`src/rtl/y86_mem_arbiter.sv`:
```
// Round-robin arbiter between the CPU port (m0) and the loader/debug port (m1)
// for the single y86 memory bus; one access at a time with fixed read latency.
module y86_mem_arbiter #(
  parameter int ADDR_W  = 32,
  parameter int DATA_W  = 32,
  parameter int MEM_LAT = 1
) (
  input  logic              clk,
  input  logic              rst,
  input  logic              m0_req,
  input  logic              m0_we,
  input  logic [ADDR_W-1:0] m0_addr,
  input  logic [DATA_W-1:0] m0_wdata,
  output logic              m0_ack,
  output logic [DATA_W-1:0] m0_rdata,
  input  logic              m1_req,
  input  logic              m1_we,
  input  logic [ADDR_W-1:0] m1_addr,
  input  logic [DATA_W-1:0] m1_wdata,
  output logic              m1_ack,
  output logic [DATA_W-1:0] m1_rdata,
  output logic [ADDR_W-1:0] mem_addr,
  output logic [DATA_W-1:0] mem_wdata,
  output logic              mem_we,
  output logic              mem_re,
  input  logic [DATA_W-1:0] mem_rdata,
  output logic              busy,
  output logic              owner
);

  typedef enum logic [1:0] {
    S_IDLE  = 2'd0,
    S_ISSUE = 2'd1,
    S_WAIT  = 2'd2,
    S_DONE  = 2'd3
  } state_t;

  localparam logic [2:0] LAT_M1 = 3'(MEM_LAT - 1);

  state_t            r_state;
  state_t            w_next;
  logic              w_grant;
  logic              w_gowner;
  logic              w_sel_we;
  logic [ADDR_W-1:0] w_sel_addr;
  logic [DATA_W-1:0] w_sel_wdata;

  logic              r_owner;
  logic              r_we;
  logic              r_last;
  logic [ADDR_W-1:0] r_addr;
  logic [DATA_W-1:0] r_wdata;
  logic [DATA_W-1:0] r_rdata;
  logic [2:0]        r_cnt;
  logic              r_ack0;
  logic              r_ack1;
  logic              r_mem_we;
  logic              r_mem_re;
  logic [ADDR_W-1:0] r_mem_addr;
  logic [DATA_W-1:0] r_mem_wdata;
  logic              r_busy;

  // Next-state and grant decision; on a tie the master not served last wins.
  always_comb begin
    w_next   = r_state;
    w_grant  = 1'b0;
    w_gowner = r_owner;
    case (r_state)
      S_IDLE: begin
        if (m0_req && m1_req) begin
          w_grant  = 1'b1;
          w_gowner = ~r_last;
        end else if (m0_req) begin
          w_grant  = 1'b1;
          w_gowner = 1'b0;
        end else if (m1_req) begin
          w_grant  = 1'b1;
          w_gowner = 1'b1;
        end else begin
          w_grant  = 1'b0;
        end
        if (w_grant) begin
          w_next = S_ISSUE;
        end else begin
          w_next = S_IDLE;
        end
      end
      S_ISSUE: begin
        if (r_we) begin
          w_next = S_DONE;
        end else begin
          w_next = S_WAIT;
        end
      end
      S_WAIT: begin
        if (r_cnt == 3'd0) begin
          w_next = S_DONE;
        end else begin
          w_next = S_WAIT;
        end
      end
      S_DONE:  w_next = S_IDLE;
      default: w_next = S_IDLE;
    endcase
  end

  // Request fields of whichever master is being granted this cycle.
  always_comb begin
    if (w_gowner) begin
      w_sel_we    = m1_we;
      w_sel_addr  = m1_addr;
      w_sel_wdata = m1_wdata;
    end else begin
      w_sel_we    = m0_we;
      w_sel_addr  = m0_addr;
      w_sel_wdata = m0_wdata;
    end
  end

  // State register plus latched request, latency counter and read data.
  always_ff @(posedge clk) begin
    if (rst) begin
      r_state <= S_IDLE;
      r_owner <= 1'b0;
      r_we    <= 1'b0;
      r_last  <= 1'b1;
      r_addr  <= '0;
      r_wdata <= '0;
      r_rdata <= '0;
      r_cnt   <= 3'd0;
    end else begin
      r_state <= w_next;
      if (w_grant) begin
        r_owner <= w_gowner;
        r_we    <= w_sel_we;
        r_addr  <= w_sel_addr;
        r_wdata <= w_sel_wdata;
      end
      if (r_state == S_ISSUE) begin
        r_cnt <= LAT_M1;
      end else if (r_state == S_WAIT && r_cnt != 3'd0) begin
        r_cnt <= r_cnt - 3'd1;
      end
      if (r_state == S_WAIT && r_cnt == 3'd0) begin
        r_rdata <= mem_rdata;
      end
      if (r_state == S_DONE) begin
        r_last <= r_owner;
      end
    end
  end

  // Bus strobes, acks and busy are registered from the upcoming state so
  // the bus is driven only during ISSUE and is zero otherwise.
  always_ff @(posedge clk) begin
    if (rst) begin
      r_mem_we    <= 1'b0;
      r_mem_re    <= 1'b0;
      r_mem_addr  <= '0;
      r_mem_wdata <= '0;
      r_ack0      <= 1'b0;
      r_ack1      <= 1'b0;
      r_busy      <= 1'b0;
    end else begin
      r_mem_we    <= w_grant & w_sel_we;
      r_mem_re    <= w_grant & ~w_sel_we;
      r_mem_addr  <= w_grant ? w_sel_addr : '0;
      r_mem_wdata <= w_grant ? w_sel_wdata : '0;
      r_ack0      <= (w_next == S_DONE) && !r_owner;
      r_ack1      <= (w_next == S_DONE) && r_owner;
      r_busy      <= (w_next != S_IDLE);
    end
  end

  assign mem_we    = r_mem_we;
  assign mem_re    = r_mem_re;
  assign mem_addr  = r_mem_addr;
  assign mem_wdata = r_mem_wdata;
  assign m0_ack    = r_ack0;
  assign m1_ack    = r_ack1;
  assign m0_rdata  = r_rdata;
  assign m1_rdata  = r_rdata;
  assign busy      = r_busy;
  assign owner     = r_owner;

endmodule
```
`config.mk`:
```
export PLATFORM = sky130hd
export DESIGN_NAME = y86_mem_arbiter
export DESIGN_NICKNAME = d
export VERILOG_FILES = /design/src/rtl/y86_mem_arbiter.sv
export SDC_FILE = /design/constraint.sdc
export NUM_CORES = 1
export LEC_CHECK = 0
export CAP_MARGIN = 20
export CORE_ASPECT_RATIO = 1.5
export CORE_MARGIN = 3
export CORE_UTILIZATION = 34
export DETAILED_ROUTE_END_ITERATION = 8
export GPL_TIMING_DRIVEN = 0
export PLACE_DENSITY = 0.81
export SLEW_MARGIN = 15
export SYNTH_ARGS = -nofsm -noshare
export SYNTH_HDL_FRONTEND = slang
export SYNTH_SLANG_ARGS = --single-unit
```
`constraint.sdc`:
```
create_clock -name clk -period 1.6 [get_ports clk]
set_clock_uncertainty 0.15 [all_clocks]
set_input_delay 0.32 -clock clk [delete_from_list [all_inputs] [get_ports clk]]
set_output_delay 0.32 -clock clk [all_outputs]
set_load 0.005 [all_outputs]
```
==> results_dict.tcl, run 1 <==
set metrics [dict create \
    yosysUniqueCellTypes 31 \
    initialDrtViolationCount 259 \
    tightest_slew_ps 536 \
    place.gp.congestion 0.844 \
    fp.dieW_um 104 \
    drv_slew 0 \
    cts_sinks 109 \
    holdBufCountCts 0 \
    die_h_um 153 \
    layout_common_cells "clkdlybuf4s50_1, dlygate4sd2_1, o211ai_1, a21oi_1, dfxtp_1" \
    violations "setup timing" \
    die-area_mm2 0.0159 \
    cts_tree "built" \
    irDropWorstVdd_mv 0.901 \
    end_kind "flop" \
    maxSlewHeadroom_pct 64.3 \
    io_pins 300 \
    antenna_found_initial 0 \
    nNetsFinal 1047 \
    clk_latency_ps 340 \
    antenna_cells 0 \
    viasPerCell 5.01 \
    ys_async_sr_fraction_pct 0 \
    hp-class "in -> reg" \
    fillerInstances 1192 \
    synth-seq-cells 109 \
    reg2reg_depth 7 \
    min_period_over_period_pct 101 \
    ys_seq_area_share_pct 44.7 \
    total_power_mw 12.0 \
    worst-path-stages 7 \
    yosys_most_used_dff "dfxtp_1" \
    crit_path_cell_trace "inv_4 > ha_4 > a21bo_4 > buf_12 > buf_8 > o211ai_1 > a21oi_2" \
    grt-ovfl-total 0 \
    ant_nets 0 \
    ys.warnings.count 0 \
    grt_use_total_pct 22.1 \
    crit_buf_inv 3 \
    hold_violations 0 \
    cpPeakStageDelay_ps 380 \
    leakagePower_nw 3.90 \
    dp_cells 1032 \
    grt_max_degree 21 \
    finalCriticalPeriod_ps 1620 \
    fp.coreArea_mm2 0.0141 \
    synthCells 542 \
    setup_viol 1 \
    maxCapViolCount 0 \
    final_cells 1071 \
    cp_max_fo 10 \
    power_density_mw_per_mm2 1350 \
    worst_setup_path_start_kind "flop" \
    drc 0 \
    cp.arrival_ps 1700 \
    required_ps 1680 \
    fin_tns_setup_ps -19.2 \
    drive_gt1_share_pct 23.9 \
    rsz0062_at_grt "true" \
    grt_pass1_vias 5167 \
    path_clk_slew_ps 80 \
    pre_cts_ws_ps -508 \
    rows 53 \
    num_vias 5366 \
    critical_path.top_delay_family "compound AO/OA/AOI/OAI gates" \
    synth.avg_cell_area_um2 9.00 \
    hpwl_mm 13.6 \
    start_util_pct 34.7 \
    critPathKind "reg -> reg" \
    area_delta_synth_final_pct 83.1 \
    port_buffers 298 \
    cts-buffers-inserted 9 \
    grt_pass1_wl_mm 28.4 \
    finalWirelength_mm 19.2 \
    clockBufferDepth 2 \
    max_clock_freq_mhz 618 \
    status "finished with violations" \
    synth_edf_count 0 \
    wl_per_cell_um 17.9 \
    clockRootBuffer "clkbuf_16" \
    syn-cell-area_mm2 0.00488 \
    setup_slack_ps -19.2 \
    crit_slowest_cell "dfxtp_4" \
    min_path_cells 2 \
    drt_pass1_iterations 6 \
    final_core_util_pct 63.5 \
    htree_levels 3 \
    final_common_cell "clkdlybuf4s50_1" \
    syn-num-nets 715 \
]
==> layer usage <==
layer	global-route usage [%]	vias up	part of all wire [%]
met5	0	-	0
met4	6.97	0	2.1
met3	6.15	26	6.8
met2	41.6	225	54
met1	23.6	2516	37
li1	-	2599	-
==> power by group <==
group          total, mW  switching (mW)  internal, mW
registers           3.63           0.273          3.35
logic               6.03            2.85          3.18
clock network       2.38            1.12          1.26
total               12.0            4.24          7.79
==> area by class of cell <==
type	count	area (µm²)	area share [%]
inverter	6	27.5	0.308
tap	192	240	2.69
timing repair buffer	321	3070	34.4
sequential	109	2230	25.0
buffer	93	841	9.41
multi-input combinational	334	2200	24.7
clock inverter	7	88.8	0.994
clock buffer	9	225	2.52
==> metrics by stage <==
stage	hold WS (ps)	cell area, µm²
after global placement	306	8100
after detailed placement	313	8100
after CTS	230	8530
after floorplan	306	4880
after global routing	289	8930
final	267	8930
==> cell families (layout without fill, tap and decap cells) <==
logic type	count (synthesis)	count (layout)	share of synthesized area [%]
buf+inv	99	436	13.7
mux	1	1	0.205
flops	109	109	44.7
fa+ha+maj	7	7	1.80
compound gates	239	239	32.1
simple gates	87	87	7.51
==> state kept, by name, summed over array words and instances (netlist names), 2 cells and up <==
| name | flops |
|---|---|
| m0_rdata | 32 |
| mem_addr | 32 |
| mem_wdata | 32 |
| r_cnt | 3 |
| r_state | 2 |
==> timing repair <==
action | 4_1_cts | 5_1_grt
gates cloned | 1 | 5
pin swaps | 15 | 86
buffers inserted | 11 | 7
gates resized for setup | 224 | 66
setup endpoints to repair | 235 | 95
==> path summary, 6_finish.rpt <==
| path | from | to | slack (ps) |
|---|---|---|---|
| worst max register to register | r_state[1]$_SDFF_PP0_ | mem_wdata[30]$_SDFF_PP0_ | -20 |
| worst min register to register | m0_rdata[2]$_SDFFE_PP0P_ | m0_rdata[2]$_SDFFE_PP0P_ | 310 |
| worst max-delay path | r_state[1]$_SDFF_PP0_ | mem_wdata[30]$_SDFF_PP0_ | -20 |
| worst min-delay path | rst | m1_ack$_SDFF_PP0_ | 270 |
==> cells in the mapped netlist, drive strengths merged, types with 2 or more instances <==
library cell | number | area, µm²
buf | 84 | 611
a21o | 2 | 15.0
ha | 7 | 87.6
a21oi | 100 | 500
nand2b | 2 | 12.5
clkbuf | 9 | 33.8
nand2 | 67 | 251
o211ai | 130 | 986
inv | 6 | 22.5
nor4 | 3 | 18.8
nor2 | 6 | 22.5
dfxtp | 109 | 2180
and3b | 2 | 17.5
(Power assumes the default switching activity.)
==> run 2: changes to the inputs <==
--- a/config.mk
+++ b/config.mk
@@ -5,13 +5,12 @@
 export SDC_FILE = /design/constraint.sdc
 export NUM_CORES = 1
 export LEC_CHECK = 0
-export CAP_MARGIN = 20
-export CORE_ASPECT_RATIO = 1.5
+export CAP_MARGIN = 25
 export CORE_MARGIN = 3
-export CORE_UTILIZATION = 34
+export CORE_UTILIZATION = 40
 export DETAILED_ROUTE_END_ITERATION = 8
 export GPL_TIMING_DRIVEN = 0
-export PLACE_DENSITY = 0.81
+export PLACE_DENSITY = 0.89
 export SLEW_MARGIN = 15
 export SYNTH_ARGS = -nofsm -noshare
 export SYNTH_HDL_FRONTEND = slang
==> constraint.sdc (replaced) <==
create_clock -name clk -period 2 [get_ports clk]
set_clock_uncertainty 0.15 [all_clocks]
set_input_delay 0.4 -clock clk [delete_from_list [all_inputs] [get_ports clk]]
set_output_delay 0.4 -clock clk [all_outputs]
set_load 0.005 [all_outputs]
==> run 2 against run 1 <==
The flow now finishes without violations. First-iteration DRC count is 91% higher. Setup slack better by 100 ps. Non-clock buffer count is 23 lower. Wire length is 8.5% lower. Register-to-register slack better by 200 ps. Hold slack better by 56 ps. Core utilization is 8.2 points higher. Count of clock-buffer cells in the layout is 2 higher.
==> results_dict.tcl, run 2 (synthesis results as in run 1) <==
set metrics [dict create \
    design_area_mm2 0.00836 \
    viasPerCell 5.29 \
    final_common_cell "clkdlybuf4s50_1" \
    antenna_found_initial 0 \
    fp.dieW_um 116 \
    initialDrtViolationCount 495 \
    dpl_cell_area_mm2 0.00804 \
    cts-buffers-inserted 9 \
    crit_buf_inv 2 \
    drive_gt1_share_pct 12.0 \
    cpPeakStageDelay_ps 490 \
    leakagePower_nw 3.05 \
    wl_per_cell_um 17.6 \
    power_density_mw_per_mm2 1070 \
    antenna_cells 0 \
    drv_slew 0 \
    p_clk_share_pct 20.8 \
    max_clock_freq_mhz 522 \
    port_buffers 298 \
    die_h_um 116 \
    die-area_mm2 0.0136 \
    fin_tns_setup_ps 0 \
    r2r_start "r_state[0]$_SDFF_PP0_" \
    place.gp.congestion 0.883 \
    min_period_over_period_pct 95.7 \
    grt_pass1_wl_mm 25.3 \
    end_kind "output pin" \
    rrSetupSlack_ps 180 \
    htree_levels 3 \
    clockRootBuffer "clkbuf_16" \
    irDropWorstVdd_mv 0.756 \
    num_vias 5279 \
    fp.coreArea_mm2 0.0117 \
    cp.arrival_ps 1360 \
    reg2reg_depth 7 \
    hp-class "reg -> reg" \
    p_comb_share_pct 47.3 \
    worst-path-stages 2 \
    io_pins 300 \
    rows 39 \
    switchingPower_mw 2.99 \
    reg2reg_to "mem_addr[0]$_SDFF_PP0_" \
    critPathKind "reg -> out" \
    status "finished, final reports clean" \
    nNetsFinal 1024 \
    maxSlewHeadroom_pct 62.2 \
    rsz0062_at_grt "false" \
    hpwl_mm 13.5 \
    cp_max_fo 3 \
    crit_slowest_cell "clkdlybuf4s50_1" \
    fillerInstances 880 \
    pre_cts_ws_ps -194 \
    holdBufCountCts 0 \
    grt_max_degree 17 \
    grt_pass1_vias 4984 \
    critical_path.top_delay_family "buffers and inverters" \
    required_ps 1450 \
    setup_viol 0 \
    setup_slack_ps 85.5 \
    internal_power_mw 6.00 \
    timing.hold.ws_ps 323 \
    maxCapViolCount 0 \
    crit_path_end "m1_rdata[20]" \
    area_delta_synth_final_pct 71.4 \
    worst_setup_path_start_kind "flop" \
    hold_violations 0 \
    path_clk_slew_ps 70 \
    total_power_mw 8.99 \
    drc 0 \
    cts_sinks 109 \
    finalCriticalPeriod_ps 1910 \
    crit_start "m0_rdata[20]$_SDFFE_PP0P_" \
    ant_nets 0 \
    p_sw_share_pct 33.2 \
    tightest_slew_ps 567 \
    clockBufferDepth 2 \
    finalWirelength_mm 17.5 \
    p_seq_share_pct 31.9 \
    start_util_pct 41.8 \
    drt_pass1_iterations 5 \
    clk_latency_ps 340 \
    crit_path_cell_trace "buf_4 > clkdlybuf4s50_1" \
    cts_tree "built" \
    layout_common_cells "clkdlybuf4s50_1, o211ai_1, dfxtp_1, a21oi_1, nand2_1" \
    cts_setup_buffers 0 \
    grt_use_total_pct 23.8 \
    grt-ovfl-total 0 \
]
-- run 2: changes by cell type in the layout (fill, tap and decap cells not counted), moves of 16 or more --
cell / previous run / this run
buf_4: 67 / 51
dfxtp_1: 74 / 109
clkdlybuf4s50_1: 162 / 298
dfxtp_2: 32 / 0
dlygate4sd2_1: 133 / 0
-- run 2: power by group through the flow --
stage	clock network (mW)	logic [mW]	registers (mW)
after floorplan	0	2.13	2.93
after global placement	0	4.13	2.90
after detailed placement	0	4.20	2.91
after CTS	1.90	4.22	2.87
after global routing	2.00	4.58	2.92
final	1.87	4.25	2.86
-- run 2: final cells by class --
class,count,area (µm²),area share [%]
buffer,93,654,7.82
clock buffer,11,233,2.78
clock inverter,4,73.8,0.883
inverter,6,22.5,0.269
multi-input combinational,334,2040,24.3
sequential,109,2180,26.1
tap,143,179,2.14
timing repair buffer,298,2980,35.7
-- run 2: routing by layer --
metal	track usage (%)	vias to the layer above	wire length (µm)
met2	42.4	245	8840
li1	-	2546	-
met3	5.34	32	1380
met1	28.2	2456	6880
met5	0	-	0
met4	7.89	0	431
-- run 2: what timing repair did --
| action | 4_1_cts | 5_1_grt |
|---|---|---|
| endpoints found under the setup margin | 0 | 26 |
| resized for setup | 0 | 7 |
| endpoints found under the hold margin | 0 | 0 |
-- run 2: worst min-delay path: cells and delay by family, from the launching register on --
family,cells,cell delay [ps]
DFF,1,320
and+or+nand+nor,1,50
AOI/OAI and AO/OA,1,50
-- run 2: metrics by stage --
step,utilization [%],instances
CTS,71.6,998
detailed placement,68.9,983
global route,71.7,998
global placement,68.9,983
floorplan,-,542
finish,71.7,998
-- run 2: worst min path at each step --
stage                     cells past startpoint  slack [ps]                         to                 startpoint
after floorplan                               2         320   m0_rdata[0]$_SDFFE_PP0P_   m0_rdata[0]$_SDFFE_PP0P_
after global placement                        2         310  m0_rdata[25]$_SDFFE_PP0P_  m0_rdata[25]$_SDFFE_PP0P_
after detailed placement                      2         310  m0_rdata[25]$_SDFFE_PP0P_  m0_rdata[25]$_SDFFE_PP0P_
after CTS                                     2         320   m0_rdata[8]$_SDFFE_PP0P_   m0_rdata[8]$_SDFFE_PP0P_
after global routing                          2         340   m0_rdata[8]$_SDFFE_PP0P_   m0_rdata[8]$_SDFFE_PP0P_
final                                         2         320  m0_rdata[25]$_SDFFE_PP0P_  m0_rdata[25]$_SDFFE_PP0P_
==> run 3: changes to the inputs <==
==> constraint.sdc (replaced) <==
create_clock -name clk -period 2.25 [get_ports clk]
set_clock_uncertainty 0.15 [all_clocks]
set_input_delay 0.45 -clock clk [delete_from_list [all_inputs] [get_ports clk]]
set_output_delay 0.45 -clock clk [all_outputs]
set_load 0.005 [all_outputs]
==> run 3 against run 2 <==
Sequential share of layout area grew 0.051 points. Sequential cell count is the same. Critical path depth is the same. Largest power group unchanged. Count of clock-buffer cells in the layout is the same.
==> results_dict.tcl, run 3 (synthesis results as in run 1) <==
set metrics [dict create \
    hpwl_mm 13.5 \
    die_h_um 116 \
    end_kind "output pin" \
    leakagePower_nw 3.05 \
    cts_setup_buffers 0 \
    grt_use_total_pct 23.8 \
    design_area_mm2 0.00835 \
    hp-class "reg -> reg" \
    area_delta_synth_final_pct 71.1 \
    cp_max_fo 3 \
    tightest_slew_ps 564 \
    wl_per_cell_um 17.6 \
    clockBufferDepth 2 \
    grt_pass1_vias 4984 \
    worst_setup_path_start_kind "flop" \
    required_ps 1650 \
    drc 0 \
    maxSlewHeadroom_pct 62.4 \
    nNetsFinal 1024 \
    antenna_found_initial 0 \
    io_pins 300 \
    max_clock_freq_mhz 509 \
    num_vias 5307 \
    hold_violations 0 \
    die-area_mm2 0.0136 \
    switchingPower_mw 2.65 \
    crit_path_cell_trace "buf_4 > clkdlybuf4s50_1" \
    fin_tns_setup_ps 0 \
    final_core_util_pct 71.6 \
    cts_sinks 109 \
    cts_tree "built" \
    power_density_mw_per_mm2 954 \
    rsz0062_at_grt "false" \
    viasPerCell 5.32 \
    p_clk_share_pct 20.9 \
    cp.arrival_ps 1360 \
    fp.coreArea_mm2 0.0117 \
    antenna_cells 0 \
    finalWirelength_mm 17.5 \
    start_util_pct 41.8 \
    fillerInstances 881 \
    cpPeakStageDelay_ps 490 \
    setup_viol 0 \
    ant_nets 0 \
    dpl_cell_area_mm2 0.00804 \
    place.gp.congestion 0.883 \
    drt_pass1_iterations 5 \
    cts-buffers-inserted 9 \
    fp.dieW_um 116 \
    p_comb_share_pct 47.1 \
    port_buffers 298 \
    grt_pass1_wl_mm 25.3 \
    min_period_over_period_pct 87.3 \
    grt-ovfl-total 0 \
    drv_slew 0 \
    cts-resized-gates 0 \
    initialDrtViolationCount 462 \
    holdBufCountCts 0 \
    crit_slowest_cell "clkdlybuf4s50_1" \
    path_clk_slew_ps 70 \
    drive_gt1_share_pct 11.8 \
    status "finished, final reports clean" \
    internal_power_mw 5.31 \
    layout_common_cells "clkdlybuf4s50_1, o211ai_1, dfxtp_1, a21oi_1, nand2_1" \
    finalCriticalPeriod_ps 1960 \
    p_sw_share_pct 33.2 \
    p_seq_share_pct 32.0 \
    clockRootBuffer "clkbuf_16" \
    htree_levels 3 \
    rows 39 \
    clk_latency_ps 340 \
    irDropWorstVdd_mv 0.666 \
    grt_max_degree 17 \
    final_common_cell "clkdlybuf4s50_1" \
    maxCapViolCount 0 \
    critPathKind "reg -> out" \
]
==> run 3: layer usage <==
metal,vias up,GRT usage [%],part of all wire [%]
li1,2548,-,-
met1,2462,28.2,39
met2,263,42.4,50
met3,34,5.34,8.2
met4,0,7.89,2.5
met5,-,0,0
==> run 3: final cells by class <==
| cell class | count | area [µm²] | area share (%) |
|---|---|---|---|
| buffer | 93 | 644 | 7.72 |
| clock buffer | 11 | 233 | 2.79 |
| clock inverter | 4 | 73.8 | 0.884 |
| inverter | 6 | 22.5 | 0.270 |
| multi-input combinational | 334 | 2030 | 24.3 |
| sequential | 109 | 2180 | 26.1 |
| tap | 143 | 179 | 2.14 |
| timing repair buffer | 298 | 2980 | 35.7 |
==> run 3: critical path: cells and delay by family (launching register included) <==
family | cells | cell delay, ps
buffers and inverters | 2 | 620
flip-flops | 1 | 400
==> run 3: metrics by stage <==
stage | worst slack [ps] | total power, mW | hold WS (ps) | cells
6_report | 286 | 7.96 | 323 | 998
5_1_grt | 87.7 | 8.42 | 342 | 998
4_1_cts | 261 | 7.99 | 324 | 998
3_5_place_dp | 5.89 | 6.32 | 314 | 983
3_3_place_gp | 2.17 | 6.24 | 308 | 983
2_1_floorplan | 699 | 4.50 | 316 | 542
==> run 3: power groups by stage <==
stage | Combinational [mW] | Sequential [mW] | Clock (mW)
2_1_floorplan | 1.89 | 2.61 | 0
3_3_place_gp | 3.67 | 2.57 | 0
3_5_place_dp | 3.73 | 2.59 | 0
4_1_cts | 3.75 | 2.55 | 1.69
5_1_grt | 4.05 | 2.59 | 1.77
6_report | 3.75 | 2.55 | 1.66
==> run 3: path summary, 6_finish.rpt <==
path,start,depth (start not counted),slack (ps),to
min,m0_rdata[25]$_SDFFE_PP0P_,2,320,m0_rdata[25]$_SDFFE_PP0P_
min reg2reg,m0_rdata[25]$_SDFFE_PP0P_,2,320,m0_rdata[25]$_SDFFE_PP0P_
max reg2reg,r_state[0]$_SDFF_PP0_,7,340,mem_wdata[22]$_SDFF_PP0_
max,m0_rdata[20]$_SDFFE_PP0P_,2,290,m1_rdata[20]
